### src/rtl/fft_pkg.sv
// Shared definitions for the 8-point FFT datapath: sizes, state encoding and
// packed-bus helpers used by the serializer (and a future input deserializer).
package fft_pkg;

    localparam int NPOINT = 8;
    localparam int IDX_W  = 3;

    typedef enum logic {IDLE, STREAM} state_t;

    function automatic int word_w(input int n);
        return 2 ** n;
    endfunction

    // Bit offset of bin k inside a packed bus of w-bit components.
    function automatic int comp_lsb(input int k, input int w);
        return k * w;
    endfunction

endpackage

### src/rtl/fft_output_serializer.sv
// Captures a parallel 8-bin complex FFT frame and streams it out one bin per
// beat over valid/ready, with optional arithmetic right-shift scaling.
module fft_output_serializer
    import fft_pkg::*;
#(
    parameter int N     = 3,
    parameter int SHIFT = 0
) (
    input  logic                           clk,
    input  logic                           rst,
    input  logic                           in_valid,
    output logic                           in_ready,
    input  logic [NPOINT*word_w(N)-1:0]    in_r,
    input  logic [NPOINT*word_w(N)-1:0]    in_i,
    output logic                           out_valid,
    input  logic                           out_ready,
    output logic [word_w(N)-1:0]           out_r,
    output logic [word_w(N)-1:0]           out_i,
    output logic [IDX_W-1:0]               out_idx,
    output logic                           out_last
);

    localparam int W = word_w(N);
    localparam logic [IDX_W-1:0] LAST_IDX = IDX_W'(NPOINT - 1);

    state_t           state_reg, state_next;
    logic [IDX_W-1:0] idx_reg, idx_next;
    logic [W-1:0]     frame_r_reg [NPOINT];
    logic [W-1:0]     frame_i_reg [NPOINT];
    logic [W-1:0]     bin_r [NPOINT];
    logic [W-1:0]     bin_i [NPOINT];
    logic             accept;
    logic             transfer;
    logic signed [W-1:0] sel_r;
    logic signed [W-1:0] sel_i;

    generate
        for (genvar gi = 0; gi < NPOINT; gi++) begin : g_unpack
            assign bin_r[gi] = in_r[comp_lsb(gi, W) +: W];
            assign bin_i[gi] = in_i[comp_lsb(gi, W) +: W];
        end
    endgenerate

    // A new frame may land on the same edge the last beat leaves, so the
    // stream runs back-to-back without a bubble.
    assign in_ready  = !rst && ((state_reg == IDLE) ||
                                ((idx_reg == LAST_IDX) && out_ready));
    assign out_valid = (state_reg == STREAM);
    assign accept    = in_valid && in_ready;
    assign transfer  = out_valid && out_ready;

    always_comb begin
        state_next = state_reg;
        idx_next   = idx_reg;
        if (accept) begin
            state_next = STREAM;
            idx_next   = '0;
        end else if (transfer) begin
            if (idx_reg == LAST_IDX) begin
                state_next = IDLE;
            end else begin
                idx_next = idx_reg + 1'b1;
            end
        end
    end

    always_ff @(posedge clk) begin
        if (rst) begin
            state_reg <= IDLE;
            idx_reg   <= '0;
            for (int k = 0; k < NPOINT; k++) begin
                frame_r_reg[k] <= '0;
                frame_i_reg[k] <= '0;
            end
        end else begin
            state_reg <= state_next;
            idx_reg   <= idx_next;
            if (accept) begin
                for (int k = 0; k < NPOINT; k++) begin
                    frame_r_reg[k] <= bin_r[k];
                    frame_i_reg[k] <= bin_i[k];
                end
            end
        end
    end

    // Outputs come only from the stored frame, never straight from in_r/in_i.
    assign sel_r    = frame_r_reg[idx_reg];
    assign sel_i    = frame_i_reg[idx_reg];
    assign out_r    = sel_r >>> SHIFT;
    assign out_i    = sel_i >>> SHIFT;
    assign out_idx  = idx_reg;
    assign out_last = out_valid && (idx_reg == LAST_IDX);

endmodule

### config.mk
export PLATFORM = sky130hd
export DESIGN_NAME = fft_output_serializer
export DESIGN_NICKNAME = d
export VERILOG_FILES = /design/src/rtl/fft_pkg.sv /design/src/rtl/fft_output_serializer.sv
export SDC_FILE = /design/constraint.sdc
export NUM_CORES = 1
export LEC_CHECK = 0
export ABC_AREA = 1
export BUFFER_PORTS_ARGS = -buffer_cell sky130_fd_sc_hd__clkbuf_2
export CAP_MARGIN = 0
export CORE_UTILIZATION = 40
export DETAILED_ROUTE_END_ITERATION = 8
export SLEW_MARGIN = 20
export SYNTH_ARGS = -nofsm -noshare
export SYNTH_HDL_FRONTEND = slang
export SYNTH_SLANG_ARGS = --single-unit
### constraint.sdc
create_clock -name clk -period 4.3 [get_ports clk]
set_input_delay 0.645 -clock clk [delete_from_list [all_inputs] [get_ports clk]]
set_output_delay 0.645 -clock clk [all_outputs]
set_load 0.05 [all_outputs]
# Yosys cells after proc, flatten, opt, wreduce, memory -nomap -nowiden
# Memories as Yosys holds them, arrays and structs flattened. A register that Yosys moved wholly into a read port is not among the register bits.
# Index checks and enable logic that the tools add are counted.
# Widths: inputs -> output; s select.
totals:
  ff_bits: 4
  mem_bits_rw: 128
  inputBits: 132
  out_inout_bits: 22
  elab_cells: 64
  n_memories: 2
mem_list:
  columns: ["name", "words", "width", "read_ports", "rd_clocked_by_memory_dff", "write_ports", "line_no", "text"]
  rows:
  - ["frame_i_reg", 8, 8, 1, 1, 8, "fft_output_serializer.sv:29", "logic [W-1:0] frame_i_reg [NPOINT];"]
  - ["frame_r_reg", 8, 8, 1, 1, 8, "fft_output_serializer.sv:28", "logic [W-1:0] frame_r_reg [NPOINT];"]
op_classes:
  add_sub_neg: 1
  eq_ne: 1
  muxes: 28
  bitwise_logic: 18
  reduce_logical: 12
ops:
  columns: ["cell", "n"]
  rows:
  - ["$mux 8", 16]
  - ["$or 1x1->1", 16]
  - ["$mux 3", 4]
  - ["$mux 1", 8]
  - ["$logic_and 1x1->1", 5]
  - ["$reduce_and 2->1", 2]
  - ["$reduce_bool 2->1", 2]
  - ["$add 3x1->3 const B", 1]
  - ["$eq 3x3->1 const B", 1]
  - ["$not 1->1", 2]
  - ["$reduce_or 2->1", 1]
  - ["$logic_not 1->1", 1]
  - ["$logic_or 1x1->1", 1]

# Longest topological paths before layout
# Gate-level depths: netlist of the first run.
depth:
  word_depth: 9
  ltp_mapped: 8
  ltp_nobuf: 8

# Worst setup path after synthesis of the first run
# No wires, ideal clock.
synth_timing:
  path_type: "register -> register"
  startpoint: "reg idx_reg[0], in the netlist out_idx[0]"
  endpoint: "mem frame_i_reg[0][0] (netlist bit) (enable)"
  t_arrival_ps: 3828
  path_slack_ps: -10
  stages_incl_launch_ff: 7
  n_path_buf: 0
  period_less_slack_ps: 4310
  path_cell_list: "dfxtp_1 -> ha_1 -> ha_1 -> nand2_1 -> nand2_2 -> a21oi_1 -> inv_1"
synth_lines:
  columns: ["element", "line_no", "text"]
  rows:
  - ["start, declared", "fft_output_serializer.sv:27", "logic [IDX_W-1:0] idx_reg, idx_next;"]
  - ["start signal, assigned", "fft_output_serializer.sv:77", "idx_reg <= idx_next;"]
  - ["end, declared", "fft_output_serializer.sv:29", null]

==> results of run 1 <==
-- area by class of cell --
cell class	instances	area share
Sequential cell	135	0.470
Tap cell	220	0.0325
Inverter	268	0.119
Clock inverter	15	0.0189
Multi-Input combinational cell	421	0.210
Clock buffer	17	0.0502
Timing Repair Buffer	159	0.0987
-- metal layers --
layer  wire, µm  part of all wire  track usage  up-vias
met5          0                 0            0        -
met2       7710              0.46        0.314      153
met3        751             0.045       0.0416       20
met4        381             0.023       0.0852        0
met1       7780              0.47        0.259     2407
li1           -                 -            -     2785
-- how the worst max path moves through the flow --
stage                              to  slack (ns)  cells after the start
finish                       out_i[6]        1.34                      7
global route                 out_i[6]        1.20                      7
CTS                          out_i[6]        1.36                      7
detailed placement  frame_i_reg[5][3]        1.65                      5
global placement    frame_i_reg[4][3]        1.68                      5
floorplan           frame_i_reg[0][0]        0.49                      6
-- layout by cell type, fill, tap and decap left out, types with 2 or more instances in the layout --
| master | count |
|---|---|
| inv_1 | 265 |
| nand2_1 | 216 |
| clkbuf_2 | 153 |
| edfxtp_1 | 128 |
| nor2_1 | 100 |
| nand3_1 | 65 |
| nor2_2 | 30 |
| clkbuf_16 | 17 |
| dfxtp_1 | 6 |
| clkinv_1 | 6 |
| buf_4 | 4 |
| a21oi_1 | 3 |
| bufinv_16 | 3 |
| clkinv_4 | 3 |
| inv_2 | 2 |
| clkinvlp_4 | 2 |
| o21ai_0 | 2 |
| ha_1 | 2 |
| buf_12 | 2 |
-- tightest hold or removal path: stages --
cell and delay (ns):
clkbuf_2 0.08, inv_1 0.03, nor2_1 0.07
-- stage by stage --
| stage | hold slack, ns | instance area, µm² | utilization |
|---|---|---|---|
| 5_1_grt | 0.507 | 8470 | 0.505 |
| 3_5_place_dp | 0.592 | 7890 | 0.470 |
| 3_3_place_gp | 0.592 | 7890 | 0.470 |
| 2_1_floorplan | 0.780 | 6960 | - |
| 6_report | 0.504 | 8470 | 0.505 |
| 4_1_cts | 0.493 | 8470 | 0.505 |
-- logic make-up (layout without fill, tap and decap cells) --
family	count (synthesis)	count (layout)
simple gates	414	414
flops	135	135
fa+ha+maj	2	2
buf+inv	305	459
compound gates	5	5
-- power groups by stage --
stage	clock network, W	logic, W	registers (W)
global placement	0	0.000401	0.00161
global route	0.00152	0.000450	0.00159
detailed placement	0	0.000401	0.00161
finish	0.00146	0.000399	0.00158
CTS	0.00148	0.000405	0.00158
floorplan	0	0.000257	0.00161
==> metrics, run 1 <==
status finished clean; Synthesized Nets 995; # fillers 1671; switching power share of the total 0.250; XOR/XNOR Fraction of Synth Area 0; Initial Utilization 0.415; Top cell by count, worst path nand2_1; Arr. time, crit path 2.32 ns; layout cells sized above 1 0.218; Final Max Slew Viols 0; power share of the clock group 0.424; crit path max fanout 64; die width 134 µm; HP Start in_r[56]; # diodes 0; Power Total 0.00344 W; worst r2r src out_idx[0]; RR Endpoint frame_i_reg[5][3]; Critical Path, Cell by Cell inv_2 > nand2_1 > nand3_1 > nand2_1 > nand2_1 > nand2_1 > clkbuf_2; Synth top area share 0.553; leakage power 4.62 nW; Worst Tran Pin Value 1.11 ns; Reg2Reg Depth 7; Mapped Cells 861; Hold Path Class primary input to flip-flop; sequential fraction of the synthesis area 0.573; DRC 0; Core Footprint 16800 µm²; RSZ-0062 raised after global routing false; HPWL after DPL 11.3 mm; DIE AREA 17900 µm²; post-synthesis compound-gate area fraction 0.00360; post-synthesis adder-cell area fraction 0.00360; # IOs 154; Hold Crit Depth 3; first-pass GRT wire length 26.3 mm; Worst VDD drop 0.265 mV; power density over the cells 406 nW/µm²; net switching power 0.000859 W; Main synth FF type edfxtp_1; final hold viol count 0; CP endpoint kind primary output; Max Clock Freq 338 MHz; largest family of logic cells by synthesized area simple AND/OR/NAND/NOR gates; die height 134 µm; number of detailed-route iterations in the first pass 4; Synth Register Bits 135; CTS root buf clkbuf_16; cell-internal power 0.00258 W; clock buffer count from CTS 17; Clock Path Buffers 2; largest net degree at the start of global routing 83; Final WS setup 1.34 ns; area share of and/or/nand/nor cells after synthesis 0.248; relative slew slack 0.258; H-tree levels 4; biggest area consumer among synthesized cells edfxtp_1; top cells by area, synth edfxtp_1, inv_1, nand2_1; Synth top cells by count inv_1, nand2_1, edfxtp_1, nor2_1, nand3_1; Post-synth ARST share 0; Synth cell types 19; EDFF count, synth 128; RD Place Congestion 0.756; CP max stage delay 0.77 ns; clock-pin slew of the registers on the worst-case setup and hold paths 0.06 ns; Setup-failing EPs final 0; Setup CP Type flip-flop to primary output; Final Cycle Share 0.688; Mean Syn Cell Area 8.07 µm²; DRT iter0 DRCs 470; crit-path leading delay family buffers and inverters; vias in the first global route 5239; via count 5365; FF+latch area 3990 µm²; hold path endpoint frame_r_reg[7][0]; fin cells 1235; Hold-fix buffers, CTS 0; total track usage 0.197; Logic pwr share 0.116; final wirelength 16.6 mm; Setup Skew 0.00575 ns; most frequent cell after synthesis inv_1; Sink Count 135; CP startpoint kind flip-flop; TritonCTS clock tree done; minimum clock period 2.96 ns; antenna violations before repair 0; nets 1136; Max-Cap Viols 0; multi-input logic area 1780 µm²; setup tns final 0 ns; PostCTS Resize Cnt 0; mux cell area share after synthesis 0; Crit-path slowest cell inv_2; Skew-Pair Late Insertion Delay 0.42 ns; Port-buffer cells 153; Reg2Reg Setup Slack 1.96 ns; final antenna-violating net count 0; Layout area overhead 21.9%; GR Overflow Total 0; Seq pwr share 0.460; # placed instances 1203; synth warn 0; Synth Cell Area 6950 µm²; num rows 47; post-CTS repair timing setup buffer count 0; pre-CTS setup slack 1.65 ns; Critical path buffers and inverters 2; data required time of the worst path 3.65 ns; Vias/cell 4.34; wire per inst 13.5 µm
Note: power is estimated with default switching activity, not from simulation.
==> run 2, diff against run 1 <==
Clock period 4.3 ns to 3.04 ns, I/O delays scaled along.
==> run 2 against run 1 <==
Compared with the run above:
- sequential share of layout area down 0.64 points
- non-clock buffer count increased by 5
- largest power group unchanged
- largest cell class unchanged
- die area did not move
- register-to-register slack lost 0.84 ns
- combinational power rose by 42%
- total power up 41%
- sequential power is 42% higher
- clock-buffer cell count is 1 higher
- wire length decreased by 3.2%
- global-route usage down 0.40 points
- highest routed layer unchanged
- final cell count increased by 0.40%
==> metrics, run 2 (synthesized netlist as in run 1, its figures left out) <==
Layout area overhead 23.8%; HP Start rst; TritonCTS clock tree done; final core occ 0.513 (+0.00806); Worst Tran Pin Value 0.687 ns (-0.426 ns); CTS root buf clkbuf_16; Logic pwr share 0.116 (about the same); CP startpoint kind flip-flop; Final WS setup 0.489 ns (-0.851 ns); Seq pwr share 0.460 (about the same); status finished clean; switching power share of the total 0.246 (-0.00323); Port-buffer cells 153 (unchanged); power density over the cells 565 nW/µm² (+39%); data required time of the worst path 2.58 ns (-1.07 ns); most frequent cells in the layout inv_1, nand2_1, clkbuf_2; Core Footprint 16800 µm² (unchanged); Max-Cap Viols 0 (unchanged); commonest non-fill, non-tap cell in the layout inv_1; final wirelength 16.1 mm (-3.2%); CP endpoint kind primary output; DRT iter0 DRCs 395 (-16%); GR Overflow Total 0 (unchanged); Clock Path Buffers 2 (unchanged); Hold Slack 0.313 ns (-0.191 ns); H-tree levels 4 (unchanged); # fillers 1618 (-3.2%); Worst VDD drop 0.433 mV (+63%); first-pass GRT wire length 25.9 mm (-1.7%); RD Place Congestion 0.782 (+3.4%); relative slew slack 0.542 (+0.284); largest net degree at the start of global routing 131 (+58%); CP max stage delay 0.45 ns (-0.32 ns); clock buffer count from CTS 17 (unchanged); wire per inst 13.0 µm (-3.6%); final hold viol count 0 (unchanged); DRC 0 (unchanged); Skew-Pair Late Insertion Delay 0.42 ns (about the same); clock-pin slew of the registers on the worst-case setup and hold paths 0.06 ns (about the same); setup tns final 0 ns (unchanged); Top cell by count, worst path nand2_1; Vias/cell 4.34 (about the same); HPWL after DPL 11.1 mm (-1.9%); routed wl met3 915 µm (+22%); WL met2 7.23 mm (-6.2%); Sink Count 135 (unchanged); Arr. time, crit path 2.09 ns (-0.23 ns); number of detailed-route iterations in the first pass 5 (+1); total track usage 0.193 (-0.00401); Final Cycle Share 0.839; crit path max fanout 34 (-47%); power share of the clock group 0.423 (about the same); PostCTS Resize Cnt 0 (unchanged); antenna violations before repair 0 (unchanged); num rows 47 (unchanged); leakage power 4.67 nW (+1.1%); Initial Utilization 0.415 (unchanged); Hold-fix buffers, CTS 0 (unchanged); Critical Path, Cell by Cell inv_2 > buf_12 > nand2_1 > nand3_1 > nand2_1 > nand2_1 > nand2_1 > clkbuf_2; post-CTS repair timing setup buffer count 0 (unchanged); vias in the first global route 5149 (-1.7%); Max Clock Freq 392 MHz; layout cells sized above 1 0.232 (+0.0146); # diodes 0 (unchanged); Setup-failing EPs final 0 (unchanged); routed length on met1 7.48 mm (-3.8%); Setup Skew 0.00536 ns (-0.000396 ns); via count 5382 (+0.32%); Hold Path Class primary input to flip-flop; RSZ-0062 raised after global routing false; minimum clock period 2.55 ns; die height 134 µm (unchanged); DIE AREA 17900 µm² (unchanged); Setup CP Type flip-flop to primary output; final antenna-violating net count 0 (unchanged); worst r2r src out_idx[0]; Final Max Slew Viols 0 (unchanged); # IOs 154 (unchanged); Power Total 0.00486 W (+41%); nets 1141 (+0.44%); DR top layer met4; cell-internal power 0.00366 W (+42%); net switching power 0.00120 W (+39%); multi-input logic area 1830 µm² (+2.7%); Crit-path slowest cell inv_2; FF+latch area 3990 µm² (+0.22%); die width 134 µm (unchanged); pre-CTS setup slack 0.911 ns (-0.738 ns)
-- run 2: cell count changes in the layout (fill, tap and decap cells not counted), sizes merged --
cell and delta:
clkinv -2, inv -1, buf +5, clkinvlp +2, clkbuf +1
-- run 2: routing by layer --
layer	up-vias	GRT usage
met3	25	0.0446
met4	0	0.0915
met1	2389	0.267
met2	177	0.285
li1	2791	-
met5	-	0
-- run 2: stage by stage --
stage                     instance area, µm²  instances
after floorplan                         7010        861
after global placement                  8020       1208
after detailed placement                8020       1208
after CTS                               8610       1240
after global routing                    8610       1240
final                                   8610       1240
-- run 2: cell type report --
class | count | share of cell area
Inverter | 268 | 0.117
Tap cell | 220 | 0.0320
Multi-Input combinational cell | 421 | 0.212
Clock inverter | 14 | 0.0185
Clock buffer | 18 | 0.0499
Sequential cell | 135 | 0.464
Timing Repair Buffer | 164 | 0.106
-- run 2: critical path: cells and delay by family (launching register included) --
kind,cells,cell delay [ns]
buffers and inverters,3,0.96
flip-flops,1,0.32
AND/OR/NAND/NOR,5,0.39
-- run 2: final timing paths --
| path | to | slack (ns) | cells after the start |
|---|---|---|---|
| hold reg to reg | out_idx[2] | 0.60 | 4 |
| setup / recovery | out_i[5] | 0.49 | 8 |
| setup reg to reg | frame_i_reg[4][5] | 1.12 | 7 |
| hold / removal | out_valid | 0.31 | 2 |
-- run 2: power groups by stage --
stage | Sequential, W | Clock, W | Combinational (W)
after floorplan | 0.00227 | 0 | 0.000365
after global placement | 0.00227 | 0 | 0.000572
after detailed placement | 0.00227 | 0 | 0.000570
after CTS | 0.00224 | 0.00209 | 0.000575
after global routing | 0.00225 | 0.00216 | 0.000640
final | 0.00224 | 0.00206 | 0.000566
